--- config.mk ---
export PLATFORM = sky130hd
export DESIGN_NAME = utmi_phy_tx
export DESIGN_NICKNAME = d
export VERILOG_FILES = /design/src/rtl/utmi_pkg.sv /design/src/rtl/utmi_nrzi_stuff_enc.sv /design/src/rtl/utmi_phy_tx.sv
export SDC_FILE = /design/constraint.sdc
export NUM_CORES = 1
export LEC_CHECK = 0
export ABC_AREA = 1
export BUFFER_PORTS_ARGS = -buffer_cell sky130_fd_sc_hd__buf_2
export CORE_MARGIN = 3
export CORE_UTILIZATION = 51
export CTS_CLUSTER_SIZE = 14
export DETAILED_ROUTE_END_ITERATION = 6
export PLACE_DENSITY = 0.79
export SYNTH_ARGS = -nofsm -noshare
export SYNTH_HDL_FRONTEND = slang
export SYNTH_SLANG_ARGS = --single-unit
--- constraint.sdc ---
create_clock -name phy_clk_i -period 1.6 [get_ports phy_clk_i]
set_input_delay 0.08 -clock phy_clk_i [delete_from_list [all_inputs] [get_ports phy_clk_i]]
set_output_delay 0.08 -clock phy_clk_i [all_outputs]
set_load 0.03 [all_outputs]
--- src/rtl/utmi_pkg.sv ---
// Shared types and constants for the UTMI PHY-side transmit path.
package utmi_pkg;

  typedef enum logic [1:0] {
    IDLE,
    SYNC,
    DATA,
    EOP
  } utmi_tx_state_t;

  localparam logic [1:0] OPMODE_NORMAL   = 2'b00;
  localparam logic [1:0] OPMODE_NONDRIVE = 2'b01;
  localparam logic [1:0] OPMODE_NOSTUFF  = 2'b10;

  // Line symbols as {dp, dm}
  localparam logic [1:0] LINE_J   = 2'b10;
  localparam logic [1:0] LINE_K   = 2'b01;
  localparam logic [1:0] LINE_SE0 = 2'b00;

endpackage

--- src/rtl/utmi_nrzi_stuff_enc.sv ---
// Bit-stuffing and NRZI encoder: one line level per advancing clock.
module utmi_nrzi_stuff_enc #(
  parameter int unsigned STUFF_LIMIT = 6,
  parameter int unsigned CNT_W       = $clog2(STUFF_LIMIT + 1)
) (
  input  logic             clk,
  input  logic             rst,
  input  logic             bit_in,
  input  logic             advance,
  input  logic             bypass,
  input  logic             clear,
  output logic             level,
  output logic             stuff_cycle,
  output logic [CNT_W-1:0] ones_cnt
);

  logic             level_q, level_d;
  logic [CNT_W-1:0] cnt_q, cnt_d;
  logic             tx_bit;

  assign stuff_cycle = advance & ~bypass & (cnt_q == CNT_W'(STUFF_LIMIT));
  assign tx_bit      = stuff_cycle ? 1'b0 : bit_in;
  assign ones_cnt    = cnt_q;

  // level 1 = J; in bypass the raw bit maps straight onto J/K
  always_comb begin
    level   = bypass ? tx_bit : (tx_bit ? level_q : ~level_q);
    level_d = level_q;
    cnt_d   = cnt_q;
    if (clear) begin
      level_d = 1'b1;
      cnt_d   = '0;
    end else if (advance) begin
      level_d = level;
      if (stuff_cycle || !tx_bit) begin
        cnt_d = '0;
      end else if (cnt_q != CNT_W'(STUFF_LIMIT)) begin
        cnt_d = cnt_q + 1'b1;
      end
    end
  end

  always_ff @(posedge clk or posedge rst) begin
    if (rst) begin
      level_q <= 1'b1;
      cnt_q   <= '0;
    end else begin
      level_q <= level_d;
      cnt_q   <= cnt_d;
    end
  end

endmodule

--- src/rtl/utmi_phy_tx.sv ---
// UTMI PHY transmit responder: accepts link bytes via TxValid/TxReady and
// serialises SYNC, stuffed/NRZI data and EOP onto the line at bit rate.
module utmi_phy_tx
  import utmi_pkg::*;
#(
  parameter int unsigned SYNC_BITS    = 8,
  parameter int unsigned EOP_SE0_BITS = 2,
  parameter int unsigned STUFF_LIMIT  = 6
) (
  input  logic       phy_clk_i,
  input  logic       phy_rst_i,
  input  logic [7:0] DataOut_i,
  input  logic       TxValid_i,
  output logic       TxReady_o,
  input  logic [1:0] OpMode_i,
  output logic       line_dp_o,
  output logic       line_dm_o,
  output logic       line_oe_o,
  output logic       tx_active_o
);

  localparam int unsigned ShW  = (SYNC_BITS > 8) ? SYNC_BITS : 8;
  localparam int unsigned IdxW = $clog2(ShW);
  localparam int unsigned CntW = $clog2(STUFF_LIMIT + 1);
  localparam int unsigned EopW = (EOP_SE0_BITS > 0) ? $clog2(EOP_SE0_BITS + 1) : 1;
  localparam logic [ShW-1:0] SyncPattern = ShW'(1) << (SYNC_BITS - 1);

  utmi_tx_state_t  state_q, state_d;
  logic [ShW-1:0]  shift_q, shift_d;
  logic [IdxW-1:0] bit_idx_q, bit_idx_d;
  logic [EopW-1:0] eop_cnt_q, eop_cnt_d;
  logic [1:0]      pkt_mode_q, pkt_mode_d;
  logic            end_pend_q, end_pend_d;

  logic            advance, bypass, last_bit, stuff_next;
  logic            level, stuff_cycle;
  logic [CntW-1:0] ones_cnt;

  assign advance  = (state_q == SYNC) || (state_q == DATA);
  assign bypass   = (pkt_mode_q == OPMODE_NOSTUFF);
  assign last_bit = (state_q == SYNC) ? (bit_idx_q == IdxW'(SYNC_BITS - 1))
                                      : (bit_idx_q == IdxW'(7));
  // The final bit of the packet will complete a run that still needs a stuff bit
  assign stuff_next = ~bypass & shift_q[0] & (ones_cnt == CntW'(STUFF_LIMIT - 1));

  utmi_nrzi_stuff_enc #(
    .STUFF_LIMIT(STUFF_LIMIT),
    .CNT_W      (CntW)
  ) u_enc (
    .clk        (phy_clk_i),
    .rst        (phy_rst_i),
    .bit_in     (shift_q[0]),
    .advance    (advance),
    .bypass     (bypass),
    .clear      (state_q == IDLE),
    .level      (level),
    .stuff_cycle(stuff_cycle),
    .ones_cnt   (ones_cnt)
  );

  always_comb begin
    state_d    = state_q;
    shift_d    = shift_q;
    bit_idx_d  = bit_idx_q;
    eop_cnt_d  = eop_cnt_q;
    pkt_mode_d = pkt_mode_q;
    end_pend_d = end_pend_q;
    case (state_q)
      IDLE: begin
        end_pend_d = 1'b0;
        eop_cnt_d  = '0;
        if (TxValid_i && (OpMode_i != OPMODE_NONDRIVE)) begin
          pkt_mode_d = (OpMode_i == OPMODE_NOSTUFF) ? OPMODE_NOSTUFF : OPMODE_NORMAL;
          shift_d    = SyncPattern;
          bit_idx_d  = '0;
          state_d    = SYNC;
        end
      end
      SYNC, DATA: begin
        if (stuff_cycle) begin
          if (end_pend_q) begin
            end_pend_d = 1'b0;
            eop_cnt_d  = '0;
            state_d    = EOP;
          end
        end else if (last_bit) begin
          if (TxValid_i) begin
            shift_d   = ShW'(DataOut_i);
            bit_idx_d = '0;
            state_d   = DATA;
          end else if (stuff_next) begin
            end_pend_d = 1'b1;
          end else begin
            eop_cnt_d = '0;
            state_d   = EOP;
          end
        end else begin
          shift_d   = shift_q >> 1;
          bit_idx_d = bit_idx_q + 1'b1;
        end
      end
      EOP: begin
        if (eop_cnt_q == EopW'(EOP_SE0_BITS)) begin
          state_d = IDLE;
        end else begin
          eop_cnt_d = eop_cnt_q + 1'b1;
        end
      end
      default: state_d = IDLE;
    endcase
  end

  always_comb begin
    TxReady_o              = TxValid_i & advance & last_bit & ~stuff_cycle;
    {line_dp_o, line_dm_o} = LINE_J;
    line_oe_o              = 1'b0;
    case (state_q)
      SYNC, DATA: begin
        {line_dp_o, line_dm_o} = level ? LINE_J : LINE_K;
        line_oe_o              = 1'b1;
      end
      EOP: begin
        {line_dp_o, line_dm_o} = (eop_cnt_q == EopW'(EOP_SE0_BITS)) ? LINE_J : LINE_SE0;
        line_oe_o              = 1'b1;
      end
      default: ;
    endcase
  end

  assign tx_active_o = (state_q != IDLE);

  always_ff @(posedge phy_clk_i or posedge phy_rst_i) begin
    if (phy_rst_i) begin
      state_q    <= IDLE;
      shift_q    <= '0;
      bit_idx_q  <= '0;
      eop_cnt_q  <= '0;
      pkt_mode_q <= OPMODE_NORMAL;
      end_pend_q <= 1'b0;
    end else begin
      state_q    <= state_d;
      shift_q    <= shift_d;
      bit_idx_q  <= bit_idx_d;
      eop_cnt_q  <= eop_cnt_d;
      pkt_mode_q <= pkt_mode_d;
      end_pend_q <= end_pend_d;
    end
  end

endmodule

==> metrics.yaml, run 1 <==
worst_setup_path_end_kind: "output port"
ff2ff_setup_slack_ns: -0.14
worstMarginPinSlew_ns: 0.3037
drt_iter0_markers: 91
antenna_found_initial: 0
grt_pass1_wl_um: 6313
fin_cells: 259
rows: 18
crit_required_ns: 1.52
syn-cell-area_sq_um: 1429
final.setup.worst_slack_ns: -0.2338
final_cell_mix: "nand2_1 (52), dfrtp_1 (20), buf_4 (20)"
yosysUniqueCellTypes: 28
outcome: "finished with violations"
fin_nets: 251
area_delta_synth_final_pct: 36.87
ys_warn_count: 0
synth_seq_cells: 21
setup_violations: 21
cp_top_family: "simple AND/OR/NAND/NOR gates"
syn_area_per_cell_sq_um: 7.641
peakVddDrop_mv: 1.578
violations: "negative setup slack"
yosysSeqAreaShare: 0.3687
fin_util: 0.7617
relSlewSlack: 0.7976
htreeDepth: 1
die_y_um: 58.93
die_x_um: 58.93
cp_slowest_cell: "dfrtp_1"
ys_async_sr_fraction: 1.000
worst-path-max-fanout: 3
vias_per_cell: 5.610
numPortBuffers: 17
skew_ns: 0.009381
cp-start-kind: "flop"
cts_buffer_depth: 2
reg2reg_to: "state_q[0]$_DFFE_PP0P_"
r2r_start: "state_q[0]$_DFFE_PP0P_"
dpl.cell_count: 241
cts_tree: "done"
grt_max_degree: 22
drive_gt1_frac: 0.4367
clk_pin_slew_worst_paths_ns: 0.12
critical_path.endpoint: "line_dp_o"
path_class: "reg -> out"
fin_crit_ns: 1.834
finalMaxSlewViolations: 0
critPathMaxStageDelay_ns: 0.40
via_count: 1453
drc_errors: 0
clk_latency_ns: 0.32
maxCapViolCount: 0
cts_root_buf: "clkbuf_4"
grtUsageTotal: 0.2420
diodes: 0
rsz0062_at_grt: "yes"
synth_nets: 208
core-area_sq_um: 2567
timing.critical_path.mode_cell: "nand2_4"
cp.arrival_ns: 1.75
wl_um: 4143
crit_chain: "inv_2 -> ha_4 -> inv_4 -> nor2_4 -> nand2_4 -> nand2_4 -> nand3_4 -> nand2_4 -> nand2_2 -> nand3_2 -> buf_6"
numCtsBuffers: 3
period_share: 1.146
cts.sinks: 21
min_path_type: "in -> reg"
syn_inst: 187
place_hpwl_um: 2462
synth-main-ff-cell: "dfrtp_1"
detail_route.wl_per_cell_um: 16.00
cp.depth: 11
layout_commonest_cell: "nand2_1"
report.power.total_uw: 4560
hold_slack_ns: 0.03301
startpoint: "state_q[0]$_DFFE_PP0P_"
place.gp.congestion: 0.8434
place_area_sq_um: 1625
drt-pass1-iter-count: 4
die_area_sq_um: 3473
finalInstanceArea_sq_um: 1956
start_util: 0.5565
r2r_cells: 12
pwr_density_cell_nw_per_um2: 2332
timing.fmax_mhz: 545.3
ioPinCount: 18
grt_pass1_vias: 1369
drtAntennaViolNets: 0
path_buf_inv: 3
leakage_uw: 0.001035
synth_edf_count: 0
report.final.hold_viol_count: 0
overflow: 0
## layer usage
metal | share of wire | track usage
met1 | 0.40 | 0.2912
met5 | 0 | 0
met4 | 0.021 | 0.1036
met2 | 0.52 | 0.4306
met3 | 0.057 | 0.02851
## repair_timing
action                                 in CTS  in global routing
pin swaps                                   4                 11
resized for setup                          19                 31
setup buffers                               6                  7
setup endpoints to repair                  14                 22
endpoints found under the hold margin      21                  0
hold buffers                                2                  0
## where the power goes
group | internal (uW) | leakage [uW] | switching, uW | total (uW)
registers | 700 | 0.000279 | 138 | 838
logic | 1560 | 0.000741 | 1890 | 3450
clock network | 97.5 | 0.0000150 | 174 | 271
## layout make-up
cell class	count	area (sq um)
Multi-Input combinational cell	140	915.9
Fill cell	177	611.8
Sequential cell	21	526.8
Timing Repair Buffer	46	379.1
Inverter	18	70.07
Tap cell	30	37.54
Clock buffer	4	26.28
## state kept, by name (all words and copies together), names as in the netlist
signal,count
shift_q,8
bit_idx_q,3
u_enc.ones_cnt,3
eop_cnt_q,2
state_q,2
end_pend_q,1
pkt_mode_q,1
u_enc.level_q,1
## logic make-up (layout without fill, tap and decap cells)
group	Yosys count	in the layout	synth area share
AO/OA/AOI/OAI	10	10	0.05692
XOR/XNOR	1	1	0.006131
adder cells (fa/ha/maj)	8	8	0.07006
buffers and inverters	26	68	0.09019
flip-flops	21	21	0.3687
AND/OR/NAND/NOR	121	121	0.4081
## metrics by stage
step,TNS (ns),setup slack [ns]
2_1_floorplan,-0.02863,-0.02863
3_3_place_gp,0,0.01968
3_5_place_dp,-0.08193,-0.03885
4_1_cts,-0.6591,-0.2087
5_1_grt,-3.480,-0.3064
6_report,-2.080,-0.2338
## worst min-delay path: stages
cell and delay [ns]:
buf_2 0.10, inv_1 0.07, o41ai_1 0.07
## Yosys cell counts, types with 2 or more instances
cell / number / area (sq um)
buf_2: 2 / 10.01
inv_1: 12 / 45.04
nand2_2: 15 / 93.84
nand3_1: 16 / 80.08
dfrtp_1: 20 / 500.5
buf_4: 3 / 22.52
ha_1: 8 / 100.1
nor2_1: 7 / 26.28
nand4_1: 13 / 81.33
o21ai_1: 5 / 25.02
buf_6: 2 / 22.52
inv_2: 5 / 18.77
nor2_4: 3 / 33.78
nand2_1: 62 / 232.7
## worst min path at each step
stage,startpoint,to,slack (ns),depth (start not counted)
2_1_floorplan,phy_rst_i,bit_idx_q[0]$_DFFE_PP0P_,0.06,1
3_3_place_gp,phy_rst_i,u_enc.ones_cnt[0]$_DFFE_PP0P_,0.12,3
3_5_place_dp,phy_rst_i,shift_q[1]$_DFFE_PP0P_,0.13,3
4_1_cts,OpMode_i[1],pkt_mode_q[1]$_DFFE_PP0P_,0.03,3
5_1_grt,OpMode_i[1],pkt_mode_q[1]$_DFFE_PP0P_,0.06,3
6_report,OpMode_i[1],pkt_mode_q[1]$_DFFE_PP0P_,0.03,3
No activity file was read; power rests on OpenSTA's default activity.
==> run 2, diff against run 1 <==
CORE_ASPECT_RATIO = 1.2   (was unset)
REMOVE_ABC_BUFFERS = 1   (was unset)
TNS_END_PERCENT = 50   (was unset)
==> run 2 against run 1 <==
  * Power is 5.5% lower
  * Non-clock buffer count grew 1
  * First-iteration DRC count fell by 46%
  * Combinational power down 7.2%
  * Flip-flop and latch count unchanged
  * Final cell count rose by 1.5%
  * The flow still finishes with violations (negative setup slack)
  * Die area barely moved
  * Final area fell by 2.9%
  * Sequential power barely moved
  * Largest power group unchanged
==> metrics.yaml, run 2 (same netlist as run 1, synthesis figures left out) <==
die_y_um: 63.99  # +8.6%
drt-pass1-iter-count: 4  # unchanged
clk_latency_ns: 0.31  # about the same
reg2reg_to: "shift_q[1]$_DFFE_PP0P_"
path_buf_inv: 3  # unchanged
crit_required_ns: 1.52  # about the same
vias_per_cell: 5.312  # -5.3%
min_path_type: "in -> reg"
grt_max_degree: 22  # unchanged
r2r_cells: 10  # -2
grtUsageTotal: 0.2192  # -0.02285
area_delta_synth_final_pct: 32.92
cp.arrival_ns: 1.75  # about the same
dpl.cell_count: 244  # +1.2%
ff2ff_setup_slack_ns: -0.14  # about the same
worst-path-max-fanout: 4  # +1
violations: "negative setup slack"
numCtsBuffers: 3  # unchanged
finalMaxSlewViolations: 0  # unchanged
min_from: "OpMode_i[1]"
overflow: 0  # unchanged
maxCapViolCount: 0  # unchanged
rsz0062_at_grt: "yes"
worstMarginPinSlew_ns: 0.2940  # -0.009709 ns
leakage_uw: 0.001019  # -1.5%
drive_gt1_frac: 0.4087  # -0.02799
drtAntennaViolNets: 0  # unchanged
cp_top_family: "simple AND/OR/NAND/NOR gates"
cts_tree: "done"
path_class: "reg -> out"
drt_iter0_markers: 49  # -46%
core-area_sq_um: 2603  # +1.4%
critPathMaxStageDelay_ns: 0.38  # -0.02 ns
worst_setup_path_end_kind: "output port"
layout_commonest_cell: "nand2_1"
relSlewSlack: 0.8040  # +0.006473
fin_cells: 263  # +1.5%
fin_util: 0.7298  # -0.03189
start_util: 0.5490  # -0.007492
fin_tns_setup_ns: -2.327  # -0.2474 ns
largest_reg_flops: 8  # unchanged
fin_nets: 252  # +0.40%
skew_ns: 0.004263  # -0.005118 ns
die_area_sq_um: 3476  # about the same
antenna_found_initial: 0  # unchanged
wl_um: 3555  # -14%
drc_errors: 0  # unchanged
timing.fmax_mhz: 547.5  # +0.40%
holdPathEnd: "pkt_mode_q[1]$_DFFE_PP0P_"
ioPinCount: 18  # unchanged
cts.sinks: 21  # unchanged
die_x_um: 54.32  # -7.8%
rows: 20  # +2
htreeDepth: 1  # unchanged
hold_slack_ns: 0.02137  # -0.01165 ns
final.setup.worst_slack_ns: -0.2264  # +0.007337 ns
cts_buffer_depth: 2  # unchanged
peakVddDrop_mv: 1.510  # -4.3%
grt_pass1_vias: 1330  # -2.8%
regMostFlops: "shift_q"
cts_root_buf: "clkbuf_4"
fin_crit_ns: 1.826  # -0.007337 ns
clk_pin_slew_worst_paths_ns: 0.12  # about the same
cp_slowest_cell: "dfrtp_1"
outcome: "finished with violations"
hold_path_depth: 3  # unchanged
grt_pass1_wl_um: 5685  # -9.9%
place.gp.congestion: 0.9133  # +8.3%
r2r_start: "state_q[0]$_DFFE_PP0P_"
final_cell_mix: "nand2_1 (54), buf_4 (25), dfrtp_1 (20)"
numPortBuffers: 17  # unchanged
period_share: 1.142  # -0.004586
cp-start-kind: "flop"
crit_chain: "inv_2 -> ha_4 -> inv_4 -> nor2_4 -> nand2_4 -> nand3_1 -> nand2_2 -> nor2_1 -> buf_4"
detail_route.wl_per_cell_um: 13.52  # -15%
diodes: 0  # unchanged
setup_violations: 18  # -14%
pwr_density_cell_nw_per_um2: 2269  # -2.7%
report.final.hold_viol_count: 0  # unchanged
via_count: 1397  # -3.9%
place_hpwl_um: 2334  # -5.2%
-- run 2: cell types whose count changed in the layout (fill, tap and decap cells not counted), sizes merged --
cell,previous run,this run
buf,44,45
-- run 2: metrics by stage --
step | cell area, sq um | worst slack [ns] | power (uW)
final | 1899 | -0.2264 | 4309
after CTS | 1758 | -0.2042 | 3709
after global routing | 1899 | -0.3051 | 4625
after floorplan | 1370 | -0.3686 | 2371
after global placement | 1622 | 0.03439 | 3122
after detailed placement | 1622 | -0.06619 | 3194
-- run 2: how the worst max path moves through the flow --
| stage | from | to | slack (ns) | cells after the start |
|---|---|---|---|---|
| final | state_q[1]$_DFFE_PP0P_ | line_dm_o | -0.23 | 9 |
| after floorplan | state_q[0]$_DFFE_PP0P_ | shift_q[6]$_DFFE_PP0P_ | -0.37 | 8 |
| after CTS | state_q[1]$_DFFE_PP0P_ | line_dp_o | -0.20 | 11 |
| after detailed placement | state_q[1]$_DFFE_PP0P_ | eop_cnt_q[1]$_DFFE_PP0P_ | -0.07 | 12 |
| after global routing | state_q[1]$_DFFE_PP0P_ | line_dp_o | -0.31 | 11 |
| after global placement | state_q[0]$_DFFE_PP0P_ | bit_idx_q[1]$_DFFE_PP0P_ | 0.03 | 8 |
-- run 2: worst min-delay path, delay by kind of cell --
family,cells,cell delay [ns]
AO/OA/AOI/OAI,1,0.07
buffers and inverters,2,0.16
-- run 2: cell type report --
class	count	area, sq um
Timing Repair Buffer	47	371.6
Inverter	18	70.07
Fill cell	190	703.2
Clock buffer	4	26.28
Multi-Input combinational cell	140	863.3
Sequential cell	21	526.8
Tap cell	33	41.29
-- run 2: routing by layer --
| layer | global-route usage | part of all wire | up-vias |
|---|---|---|---|
| li1 | - | - | 690 |
| met5 | 0 | 0 | - |
| met3 | 0.02098 | 0.035 | 13 |
| met4 | 0.09346 | 0.017 | 0 |
| met1 | 0.2680 | 0.40 | 658 |
| met2 | 0.3757 | 0.54 | 36 |
-- run 2: timing repair --
item                                    in CTS  in global routing
hold buffers                                 2                  0
pin swaps                                    5                  5
gates resized for setup                     15                 22
setup buffers                                5                  8
hold endpoints to repair                    21                  0
endpoints found under the setup margin      16                 21
-- run 2: report_power, final --
part | internal (uW) | switching [uW] | total [uW]
clock network | 97.6 | 174 | 272
registers | 700 | 134 | 835
logic | 1470 | 1730 | 3200
total | 2270 | 2040 | 4310
